==> src/rtl/warp_barrier_unit_pkg.sv <==
// Shared GPU barrier types plus the slot state encoding and width helper
// used by the warp barrier unit.

`define GPU_BARRIER_RSP_BITS (1 + warp_barrier_unit_pkg::GpuNumWarps)

package warp_barrier_unit_pkg;

  // Never returns less than one so single-entry configurations keep a usable index bit.
  function automatic int unsigned up_clog2(input int unsigned n);
    int unsigned bits;
    bits = 1;
    while ((32'd1 << bits) < n) begin
      bits = bits + 1;
    end
    return bits;
  endfunction

  localparam int unsigned GpuNumWarps    = 4;
  localparam int unsigned GpuNumBarriers = 4;
  localparam int unsigned GpuNwBits      = up_clog2(GpuNumWarps);
  localparam int unsigned GpuNbBits      = up_clog2(GpuNumBarriers);

  typedef struct packed {
    logic                 valid;
    logic [GpuNbBits-1:0] id;
    logic [GpuNwBits-1:0] size_m1;
  } gpu_barrier_t;

  typedef struct packed {
    logic                   valid;
    logic [GpuNumWarps-1:0] wmask;
  } gpu_barrier_rsp_t;

  typedef enum logic [0:0] {
    StIdle,
    StWait
  } slot_state_e;

endpackage

==> src/rtl/warp_barrier_unit.sv <==
// Per-core barrier tracker: records warp arrivals per barrier slot, holds the
// arrivals stalled and releases them together when the last participant arrives.

module warp_barrier_unit
  import warp_barrier_unit_pkg::*;
#(
  parameter int unsigned NUM_WARPS    = 4,
  parameter int unsigned NUM_BARRIERS = 4,
  localparam int unsigned NwBits      = up_clog2(NUM_WARPS),
  localparam int unsigned NbBits      = up_clog2(NUM_BARRIERS)
) (
  input  logic                 clk,
  input  logic                 reset,
  input  logic                 req_valid,
  input  logic [NbBits-1:0]    req_id,
  input  logic [NwBits-1:0]    req_size_m1,
  input  logic [NwBits-1:0]    req_wid,
  output logic [NUM_WARPS-1:0] stall_mask,
  output logic                 release_valid,
  output logic [NUM_WARPS-1:0] release_wmask,
  output logic                 dup_err
);

  slot_state_e          state_q [NUM_BARRIERS];
  slot_state_e          state_d [NUM_BARRIERS];
  logic [NUM_WARPS-1:0] wmask_q [NUM_BARRIERS];
  logic [NUM_WARPS-1:0] wmask_d [NUM_BARRIERS];
  logic [NwBits-1:0]    count_q [NUM_BARRIERS];
  logic [NwBits-1:0]    count_d [NUM_BARRIERS];
  logic [NwBits-1:0]    size_q  [NUM_BARRIERS];
  logic [NwBits-1:0]    size_d  [NUM_BARRIERS];

  logic                 rel_valid_q, rel_valid_d;
  logic [NUM_WARPS-1:0] rel_wmask_q, rel_wmask_d;
  logic                 dup_q, dup_d;

  logic                 id_ok;
  logic [NUM_WARPS-1:0] wbit;

  assign id_ok = (32'(req_id) < NUM_BARRIERS);
  assign wbit  = NUM_WARPS'(1) << req_wid;

  always_comb begin
    state_d     = state_q;
    wmask_d     = wmask_q;
    count_d     = count_q;
    size_d      = size_q;
    rel_valid_d = 1'b0;
    rel_wmask_d = '0;
    dup_d       = dup_q;

    if (req_valid) begin
      if (!id_ok) begin
        dup_d = 1'b1;
      end else begin
        unique case (state_q[req_id])
          StIdle: begin
            if (req_size_m1 == '0) begin
              // Single-participant barrier: release the requester without opening the slot.
              rel_valid_d = 1'b1;
              rel_wmask_d = wbit;
            end else begin
              state_d[req_id] = StWait;
              wmask_d[req_id] = wbit;
              count_d[req_id] = '0;
              size_d[req_id]  = req_size_m1;
            end
          end
          StWait: begin
            if ((wmask_q[req_id] & wbit) != '0) begin
              dup_d = 1'b1;
            end else if (count_q[req_id] + NwBits'(1) == size_q[req_id]) begin
              rel_valid_d     = 1'b1;
              rel_wmask_d     = wmask_q[req_id] | wbit;
              state_d[req_id] = StIdle;
              wmask_d[req_id] = '0;
              count_d[req_id] = '0;
              size_d[req_id]  = '0;
            end else begin
              wmask_d[req_id] = wmask_q[req_id] | wbit;
              count_d[req_id] = count_q[req_id] + NwBits'(1);
            end
          end
        endcase
      end
    end
  end

  always_ff @(posedge clk) begin
    if (reset) begin
      for (int b = 0; b < NUM_BARRIERS; b++) begin
        state_q[b] <= StIdle;
        wmask_q[b] <= '0;
        count_q[b] <= '0;
        size_q[b]  <= '0;
      end
      rel_valid_q <= 1'b0;
      rel_wmask_q <= '0;
      dup_q       <= 1'b0;
    end else begin
      for (int b = 0; b < NUM_BARRIERS; b++) begin
        state_q[b] <= state_d[b];
        wmask_q[b] <= wmask_d[b];
        count_q[b] <= count_d[b];
        size_q[b]  <= size_d[b];
      end
      rel_valid_q <= rel_valid_d;
      rel_wmask_q <= rel_wmask_d;
      dup_q       <= dup_d;
    end
  end

  // Built from registered slot state only, so released warps drop out the same cycle they pulse.
  always_comb begin
    stall_mask = '0;
    for (int b = 0; b < NUM_BARRIERS; b++) begin
      if (state_q[b] == StWait) begin
        stall_mask = stall_mask | wmask_q[b];
      end
    end
  end

  assign release_valid = rel_valid_q;
  assign release_wmask = rel_wmask_q;
  assign dup_err       = dup_q;

endmodule

==> config.mk <==
export PLATFORM = sky130hd
export DESIGN_NAME = warp_barrier_unit
export DESIGN_NICKNAME = d
export VERILOG_FILES = /design/src/rtl/warp_barrier_unit_pkg.sv /design/src/rtl/warp_barrier_unit.sv
export SDC_FILE = /design/constraint.sdc
export NUM_CORES = 1
export LEC_CHECK = 0
export ABC_AREA = 1
export ABC_CLOCK_PERIOD_IN_PS = 2300
export BUFFER_PORTS_ARGS = -buffer_cell sky130_fd_sc_hd__buf_4
export CAP_MARGIN = 25
export CORE_ASPECT_RATIO = 1.75
export CORE_MARGIN = 1
export CORE_UTILIZATION = 25
export CTS_CLUSTER_DIAMETER = 50
export DETAILED_ROUTE_END_ITERATION = 8
export PLACE_DENSITY_LB_ADDON = 0.15
export SYNTH_ARGS = -nofsm -noshare
export SYNTH_HDL_FRONTEND = slang
export SYNTH_SLANG_ARGS = --single-unit
==> constraint.sdc <==
create_clock -name clk -period 2.3 [get_ports clk]
set_clock_uncertainty 0.1 [all_clocks]
set_input_delay 0.46 -clock clk [delete_from_list [all_inputs] [get_ports clk]]
set_output_delay 0.46 -clock clk [all_outputs]
set_load 0.02 [all_outputs]
# Word-level counts from Yosys, hierarchy flattened
# Cells that the tools add are included.
# Widths: inputs -> output; s select.
# totals
mem_bits_ro	0
regBits	42
word_cells	100
ramBits	0
in_bits	9
mem_count	0
output_inout_bits	10
latchBits	0
# op_classes
multipliers	0
bitwise	16
n_mux	50
eq_ne	4
reduce_logical	7
n_lt_le_gt_ge	2
shift	1
n_addsub	1
div_mod_pow	0
# op_table
op	n
$mux 4	13
$mux 16	3
$mux 8	6
$bwmux 16	2
$pmux 16 s2	1
$pmux 8 s2	2
$or 4x4->4	5
$and 16x16->16	1
$and 8x8->8	2
$bwmux 8	2
$not 16->16	1
$pmux 4 s2	2
$mux 2	5
$and 4x4->4	2
$bmux 2 s2	2
$bmux 4 s2	1
$demux 4 s2	1
$not 8->8	1
$mux 1	6
$reduce_and 3->1	2
$demux 2 s2	1
$ne 2x2->1 const B	2
$not 4->4	1
$reduce_and 4->1	1
other kinds (15)	16

# Longest topological paths before layout
# Gate-level depths: netlist (run 1).
# depth
depth_word	10
mapped_depth	17
depth_no_buf	14

# Least setup slack after synthesis (run 1)
# OpenSTA, ideal clock, no wires.
# synth_path
kind	input port to flip-flop
from	input port req_id[0]
to	register (tool-made name)
setup_time_ns	0.132
arrival_ns	1.825
n_path_buf	3
required_time_ns	2.068
setup_slack_ns	0.243
cell_stages	15
path_cell_list	buf_6 buf_8 buf_6 nand2_1 nand2_1 nand2_2 nand2_2 nand2_2 nand2_2 o21ai_2 nand2_4 nor2_4 nand2_1 nand2_1 a21oi_1
# synth_rtl
item	line	text
start, declared	warp_barrier_unit.sv:15	input logic [NbBits-1:0] req_id,

==> results.toml, run 1 <==
[setup_path]
cp.arrival_ns = 1.57
reg2reg_to = "size_q[1]"
crit_type = "reg -> out"
crit_path_max_fanout = 4
startpoint_type = "flop"
worstPathRequired_ns = 1.74
r2r_cells = 11
end_kind = "output pin"
ff2ff_setup_slack_ns = 0.45
crit_end = "stall_mask[3]"

[logic_synthesis]
synth_area_per_cell_um2 = 5.965
synthesis.area_um2 = 3108
yosys_warnings = 0
ys_types = 30
syn_nets = 530
postSynthCellCount = 521
synth_seq_cells = 42
seq_area_frac_synth_pct = 27.05

[power_and_ir_drop]
power_density_nw_per_um2 = 491.3
leakage_nw = 1.799
seqPwrFrac_pct = 41.6
power_frac_comb_pct = 20.4
internal_power_mw = 1.268
power_switching_mw = 0.5747
sw_frac_of_total_pct = 31.18
pwr-share-clk_pct = 38.0
irDropWorstVdd_v = 0.0002754

[placed_design]
placedCellCount = 719
io_buffer_count = 18
dp_hpwl_um = 8689
place_congestion = 0.8339

[hold_path]
hold_class = "in -> reg"
min_path_cells = 3

[final_layout]
final_cells = 726
fin_util_pct = 31.08
final_common_cell = "nand2_1"
multi_input_area_um2 = 1959
nets = 570
layout_common_cells = "nand2_1, buf_4, dfxtp_1"
area_growth_pct = 20.69
drive_above_1_share_pct = 18.00
fillers = 1400
seq_area_um2 = 840.8
n_antenna_cell = 0

[flow_run]
cap_violations = 0

[sta]
period_share_pct = 92.46
worst_slew_margin_rel_pct = 76.47
hold_viol = 0
finalMaxSlewViolations = 0
holdWs_ns = 0.3670
finalCriticalPeriod_ns = 2.127
worst_slew_pin_slew_ns = 0.3525
rsz0062_at_grt = "no"
timing.fmax_mhz = 470.2
finalSetupViolCount = 0

[die]
rows = 53
die_area_um2 = 12900
coreArea_um2 = 12070
start_util_pct = 25.75
die_w_um = 86.29
die_h_um = 149.5
pin_count = 19

[clock_tree]
clock_latency_ns = 0.29
numCtsBuffers = 5
tritoncts = "built"
root_buffer = "clkbuf_16"
clkSinkCount = 42
cts_buffer_depth = 2
cts_setup_buffers = 0
cts_resized = 0
htreeDepth = 2
clk_pin_slew_ns = 0.06
ctsHoldBuffers = 0

[detailed_routing]
viasPerCell = 4.539
vias = 3295
wl_per_cell_um = 14.96
dr.pass1.iters = 4
ant_nets = 0
drt_iter0_drc = 143
wl_um = 10860
drc = 0

[global_routing]
grt_max_degree = 22
antenna_found_initial = 0
gr-total-overflow = 0
grt_usage_pct = 17.87
grt_pass1_wl_um = 17020
grt_pass1_vias = 3353

[outcome]
status = "finished clean"
layout make-up:
type | count | share of cell area, %
Multi-Input combinational cell | 414 | 52.23
Timing Repair Buffer | 51 | 11.54
Sequential cell | 42 | 22.41
Clock inverter | 2 | 0.2668
Clock buffer | 5 | 3.336
Tap cell | 165 | 5.504
Inverter | 47 | 4.703
state kept, by name, summed over array words and instances (netlist names), named ones only:
signal / count
count_q: 8
dup_err: 1
release_valid: 1
release_wmask: 4
size_q: 8
wmask_q: 16
cells in the mapped netlist, drive strengths merged:
| cell | instances | area (um2) |
|---|---|---|
| or2 | 3 | 18.77 |
| o21ai | 11 | 58.80 |
| inv | 46 | 172.7 |
| a22oi | 1 | 21.27 |
| buf | 14 | 116.4 |
| clkinv | 1 | 3.750 |
| clkbuf | 4 | 15.01 |
| o2111ai | 1 | 8.760 |
| nor2 | 53 | 291.5 |
| nand3b | 2 | 15.01 |
| nand4 | 20 | 125.1 |
| nand3 | 41 | 252.7 |
| dfxtp | 42 | 840.8 |
| o22ai | 3 | 18.77 |
| nand2 | 249 | 994.7 |
| a21oi | 30 | 153.9 |
per-layer routing:
layer	global-route usage [%]	vias to the layer above	routed length [um]	share of wire, %
met5	0	-	0	0
met1	16.50	1457	3935	36
met4	10.67	0	534	4.9
li1	-	1731	-	-
met2	35.95	80	6114	56
met3	2.096	27	279	2.6
cell families (layout without fill, tap and decap cells):
| family | count (synthesis) | in the layout | synth area share (%) |
|---|---|---|---|
| compound gates | 46 | 46 | 8.414 |
| buf+inv | 65 | 105 | 9.903 |
| flops | 42 | 42 | 27.05 |
| simple gates | 368 | 368 | 54.63 |
power groups by stage:
stage          sequential (mW)  combinational (mW)  clock, mW
2_1_floorplan            0.777               0.250          0
3_3_place_gp             0.783               0.378          0
3_5_place_dp             0.783               0.379          0
4_1_cts                  0.767               0.380      0.726
5_1_grt                  0.768               0.416      0.750
6_report                 0.767               0.377      0.700
per-stage QoR:
stage	area (um2)	setup slack (ns)	power (mW)	TNS, ns
after global routing	3751	0.06619	1.934	0
after global placement	3616	-0.06933	1.161	-0.4905
after detailed placement	3616	-0.05856	1.162	-0.6016
after CTS	3751	0.1469	1.872	0
after floorplan	3108	0.2429	1.027	0
final	3751	0.1734	1.843	0
critical path, cell delays in order, from the launching register on:
cell     delay, ns
dfxtp_1       0.46
inv_1         0.13
o22ai_1       0.32
a21oi_1       0.06
o21ai_0       0.11
buf_4         0.18
worst min-delay path by stage:
stage | from | end | slack [ns]
4_1_cts | req_size_m1[1] | size_q[5] | 0.37
6_report | req_size_m1[1] | size_q[5] | 0.37
5_1_grt | req_size_m1[1] | size_q[5] | 0.38
3_5_place_dp | size_q[0] | size_q[0] | 0.36
3_3_place_gp | dup_err | dup_err | 0.35
2_1_floorplan | size_q[5] | size_q[5] | 0.34
Note: power is estimated with default switching activity, not from simulation.
==> run 2: changes to the inputs <==
--- a/config.mk
+++ b/config.mk
@@ -6,7 +6,7 @@
 export NUM_CORES = 1
 export LEC_CHECK = 0
 export ABC_AREA = 1
-export ABC_CLOCK_PERIOD_IN_PS = 2300
+export ABC_CLOCK_PERIOD_IN_PS = 2600
 export BUFFER_PORTS_ARGS = -buffer_cell sky130_fd_sc_hd__buf_4
 export CAP_MARGIN = 25
 export CORE_ASPECT_RATIO = 1.75
==> constraint.sdc (replaced) <==
create_clock -name clk -period 2.6 [get_ports clk]
set_clock_uncertainty 0.1 [all_clocks]
set_input_delay 0.52 -clock clk [delete_from_list [all_inputs] [get_ports clk]]
set_output_delay 0.52 -clock clk [all_outputs]
set_load 0.02 [all_outputs]
==> run 2 against run 1 <==
Non-clock buffer count fell by 8; hold slack got worse by 0.0035 ns; critical path type is now in -> reg; setup slack improved by 0.14 ns; count of clock-buffer cells in the layout rose by 1; global-route usage rose by 0.078 points.
==> results.toml, run 2 (same netlist as run 1, synthesis figures left out) <==
[sta]
setup_ws_ns = 0.3125
rsz0062_at_grt = "no"
hold_viol = 0
finalSetupViolCount = 0
timing.fmax_mhz = 437.2
finalMaxSlewViolations = 0
finalCriticalPeriod_ns = 2.288
worst_slew_pin_slew_ns = 0.3468
worst_slew_margin_rel_pct = 76.88
fin_setup_tns_ns = 0
period_share_pct = 87.98

[setup_path]
startpoint_type = "input pin"
crit_type = "in -> reg"
crit_path_max_fanout = 14
worstPathRequired_ns = 2.72
cp.arrival_ns = 2.41
end_kind = "flop"

[detailed_routing]
wl_per_cell_um = 15.22
wl_um = 10940
ant_nets = 0
drt_iter0_drc = 137
viasPerCell = 4.644
vias = 3339
dr.pass1.iters = 5
drc = 0

[final_layout]
drive_above_1_share_pct = 16.97
final_cells = 719
final_common_cell = "nand2_1"
fin_util_pct = 30.41
reg_top3 = "wmask_q x16, count_q x8, size_q x8"
area_growth_pct = 18.08
layout_common_cells = "nand2_1, dfxtp_1, buf_4"
largest_reg_flops = 16
nets = 562
n_antenna_cell = 0
fillers = 1405
registers.top_by_ff_count = "wmask_q"

[die]
coreArea_um2 = 12070
rows = 53
pin_count = 19
die_area_um2 = 12900
die_h_um = 149.5
die_w_um = 86.29
start_util_pct = 25.75

[outcome]
status = "finished clean"

[placed_design]
dp_hpwl_um = 8843
io_buffer_count = 18
placedCellCount = 711
place_ws_ns = 0.03253
place_congestion = 0.8643

[clock_tree]
root_buffer = "clkbuf_16"
clock_latency_ns = 0.29
tritoncts = "built"
cts_resized = 0
clk_pin_slew_ns = 0.06
cts_setup_buffers = 0
htreeDepth = 2
clkSinkCount = 42
numCtsBuffers = 5
ctsHoldBuffers = 0
cts_buffer_depth = 2

[power_and_ir_drop]
leakage_nw = 1.747
power_mw = 1.656
power_density_nw_per_um2 = 451.2
irDropWorstVdd_v = 0.0002121

[global_routing]
grt_max_degree = 22
grt_pass1_wl_um = 17340
gr-total-overflow = 0
antenna_found_initial = 0
grt_usage_pct = 17.95
grt_pass1_vias = 3339

[hold_path]
hold_class = "reg -> reg"

[flow_run]
cap_violations = 0
run 2: changes by cell type in the layout (fill, tap and decap cells not counted):
cell        delta
clkbuf_8       +1
clkinv_2       -1
buf_4          -5
clkinvlp_4     +1
buf_12         -3
run 2: final timing paths:
| kind | from | end | slack, ns | cells past startpoint |
|---|---|---|---|---|
| setup / recovery | req_id[0] | count_q[3] | 0.31 | 14 |
| hold / removal | size_q[0] | size_q[0] | 0.36 | 2 |
| setup reg to reg | flop | count_q[3] | 0.50 | 9 |
| hold reg to reg | size_q[0] | size_q[0] | 0.36 | 2 |
run 2: layout make-up:
cell class / count / area (um2) / area share [%]
Clock buffer: 6 / 138.9 / 3.785
Clock inverter: 2 / 12.51 / 0.3409
Inverter: 47 / 176.4 / 4.807
Multi-Input combinational cell: 414 / 1959 / 53.39
Sequential cell: 42 / 840.8 / 22.91
Tap cell: 165 / 206.4 / 5.626
Timing Repair Buffer: 43 / 335.3 / 9.137
run 2: metal layers:
layer	vias up	share of wire (%)	GRT usage [%]
met2	78	54	34.76
met1	1514	37	17.38
met4	0	6.0	11.92
li1	1714	-	-
met5	-	0	0
met3	33	2.5	1.875
run 2: metrics by stage:
stage	hold slack [ns]	area, um2
2_1_floorplan	0.3395	3108
3_3_place_gp	0.3466	3518
3_5_place_dp	0.3581	3518
4_1_cts	0.3684	3670
5_1_grt	0.3895	3670
6_report	0.3635	3670
run 2: power by group:
| part | internal, mW | leakage [nW] | switching (mW) |
|---|---|---|---|
| clock network | 0.381 | 0.0729 | 0.273 |
| logic | 0.104 | 1.33 | 0.218 |
| registers | 0.661 | 0.340 | 0.0192 |
| total | 1.15 | 1.75 | 0.510 |
run 2: worst max-delay path, cell delays in order:
cell and delay, ns:
buf_4 0.17, inv_2 0.22, nand2_1 0.08, nand2_1 0.07, nand2_1 0.05, nand2_1 0.09, nand2_1 0.10, nand2_2 0.15
nand2_4 0.12, nand3_2 0.15, nand2_1 0.14, inv_1 0.24, nand3_1 0.16, a21oi_1 0.15
==> run 3: changes to the inputs <==
--- a/config.mk
+++ b/config.mk
@@ -9,6 +9,8 @@
 export ABC_CLOCK_PERIOD_IN_PS = 2600
 export BUFFER_PORTS_ARGS = -buffer_cell sky130_fd_sc_hd__buf_4
 export CAP_MARGIN = 25
+export CELL_PAD_IN_SITES_DETAIL_PLACEMENT = 0
+export CELL_PAD_IN_SITES_GLOBAL_PLACEMENT = 1
 export CORE_ASPECT_RATIO = 1.75
 export CORE_MARGIN = 1
 export CORE_UTILIZATION = 25
==> run 3 against run 2 <==
Non-clock buffer count decreased by 5; largest power group unchanged; core utilization decreased by 0.31 points; total power increased by 0.37%; critical path type is now reg -> out; critical endpoint is now stall_mask[3].
==> results.toml, run 3 (same netlist as run 1, synthesis figures left out) <==
[final_layout]
fillers = 1432
drive_above_1_share_pct = 16.21
layout_common_cells = "nand2_1, dfxtp_1, nor2_1"
fin_util_pct = 30.10
n_antenna_cell = 0
nets = 557
reg_top3 = "wmask_q x16, count_q x8, size_q x8"
area_growth_pct = 16.87
final_common_cell = "nand2_1"
largest_reg_flops = 16
registers.top_by_ff_count = "wmask_q"
design_area_um2 = 3632

[placed_design]
place_congestion = 0.8511
placed_area_um2 = 3481
io_buffer_count = 18
dp_hpwl_um = 9056

[clock_tree]
clock_latency_ns = 0.29
htreeDepth = 2
ctsHoldBuffers = 0
cts_resized = 0
cts_buffer_depth = 2
cts_setup_buffers = 0
numCtsBuffers = 5
clk_pin_slew_ns = 0.07
tritoncts = "built"
clkSinkCount = 42
root_buffer = "clkbuf_16"

[sta]
timing.fmax_mhz = 451.8
finalCriticalPeriod_ns = 2.213
fin_setup_tns_ns = 0
worst_slew_margin_rel_pct = 70.31
holdWs_ns = 0.3645
period_share_pct = 85.13
finalSetupViolCount = 0
hold_viol = 0
finalMaxSlewViolations = 0
rsz0062_at_grt = "no"
worst_slew_pin_slew_ns = 0.4438

[setup_path]
worstPathRequired_ns = 1.98
cp.arrival_ns = 1.59
startpoint_type = "flop"
ff2ff_setup_slack_ns = 0.58
crit_slowest_cell = "dfxtp_1"
critPathMaxStageDelay_ns = 0.50
end_kind = "output pin"
crit_path_max_fanout = 4
crit_type = "reg -> out"
crit_chain = "inv_1, o22ai_1, a21oi_1, o21ai_0, buf_4"

[global_routing]
antenna_found_initial = 0
gr-total-overflow = 0
grt_usage_pct = 18.73
grt_pass1_wl_um = 17880
grt_max_degree = 26
grt_pass1_vias = 3327

[detailed_routing]
wl_um = 11340
viasPerCell = 4.569
wl_per_cell_um = 15.88
ant_nets = 0
drc = 0
vias = 3262
dr.pass1.iters = 4
drt_iter0_drc = 141

[die]
pin_count = 19
die_area_um2 = 12900
coreArea_um2 = 12070
die_h_um = 149.5
start_util_pct = 25.75
die_w_um = 86.29
rows = 53

[hold_path]
hold_class = "reg -> reg"

[power_and_ir_drop]
power_mw = 1.662
power_density_nw_per_um2 = 457.6
irDropWorstVdd_v = 0.0002804
leakage_nw = 1.728

[flow_run]
cap_violations = 0

[outcome]
status = "finished clean"
-- run 3: final timing paths --
| path | from | end | cells past startpoint |
|---|---|---|---|
| hold reg to reg | size_q[0] | size_q[0] | 2 |
| setup / recovery | flop | stall_mask[3] | 5 |
| setup reg to reg | flop | flop | 11 |
| hold / removal | size_q[0] | size_q[0] | 2 |
-- run 3: worst max-delay path: cells and delay by family (launching register included) --
family          cells  cell delay, ns
flops               1            0.50
buf+inv             2            0.34
compound gates      3            0.45
-- run 3: cell type report --
type                            instances  area [um2]  area share, %
Multi-Input combinational cell        414        1959          53.94
Sequential cell                        42       840.8          23.15
Clock buffer                            6       138.9          3.824
Clock inverter                          2       12.51         0.3445
Timing Repair Buffer                   38       297.8          8.198
Inverter                               47       176.4          4.857
Tap cell                              165       206.4          5.684
-- run 3: metrics by stage --
stage	setup WS, ns	std cells
6_report	0.3866	714
5_1_grt	0.2083	714
4_1_cts	0.3552	714
3_5_place_dp	0.1137	706
3_3_place_gp	0.1370	706
2_1_floorplan	0.4829	521
-- run 3: power by group --
group,switching [mW],internal [mW]
clock network,0.285,0.381
registers,0.0174,0.661
logic,0.220,0.0973
-- run 3: layer usage --
metal  wire (um)  up-vias  part of all wire [%]  track usage [%]
li1            -     1702                     -                -
met1        4277     1492                    38            19.07
met2        6524       52                    58            37.50
met3         192       16                   1.7            1.655
met4         343        0                   3.0            8.083
met5           0        -                     0                0
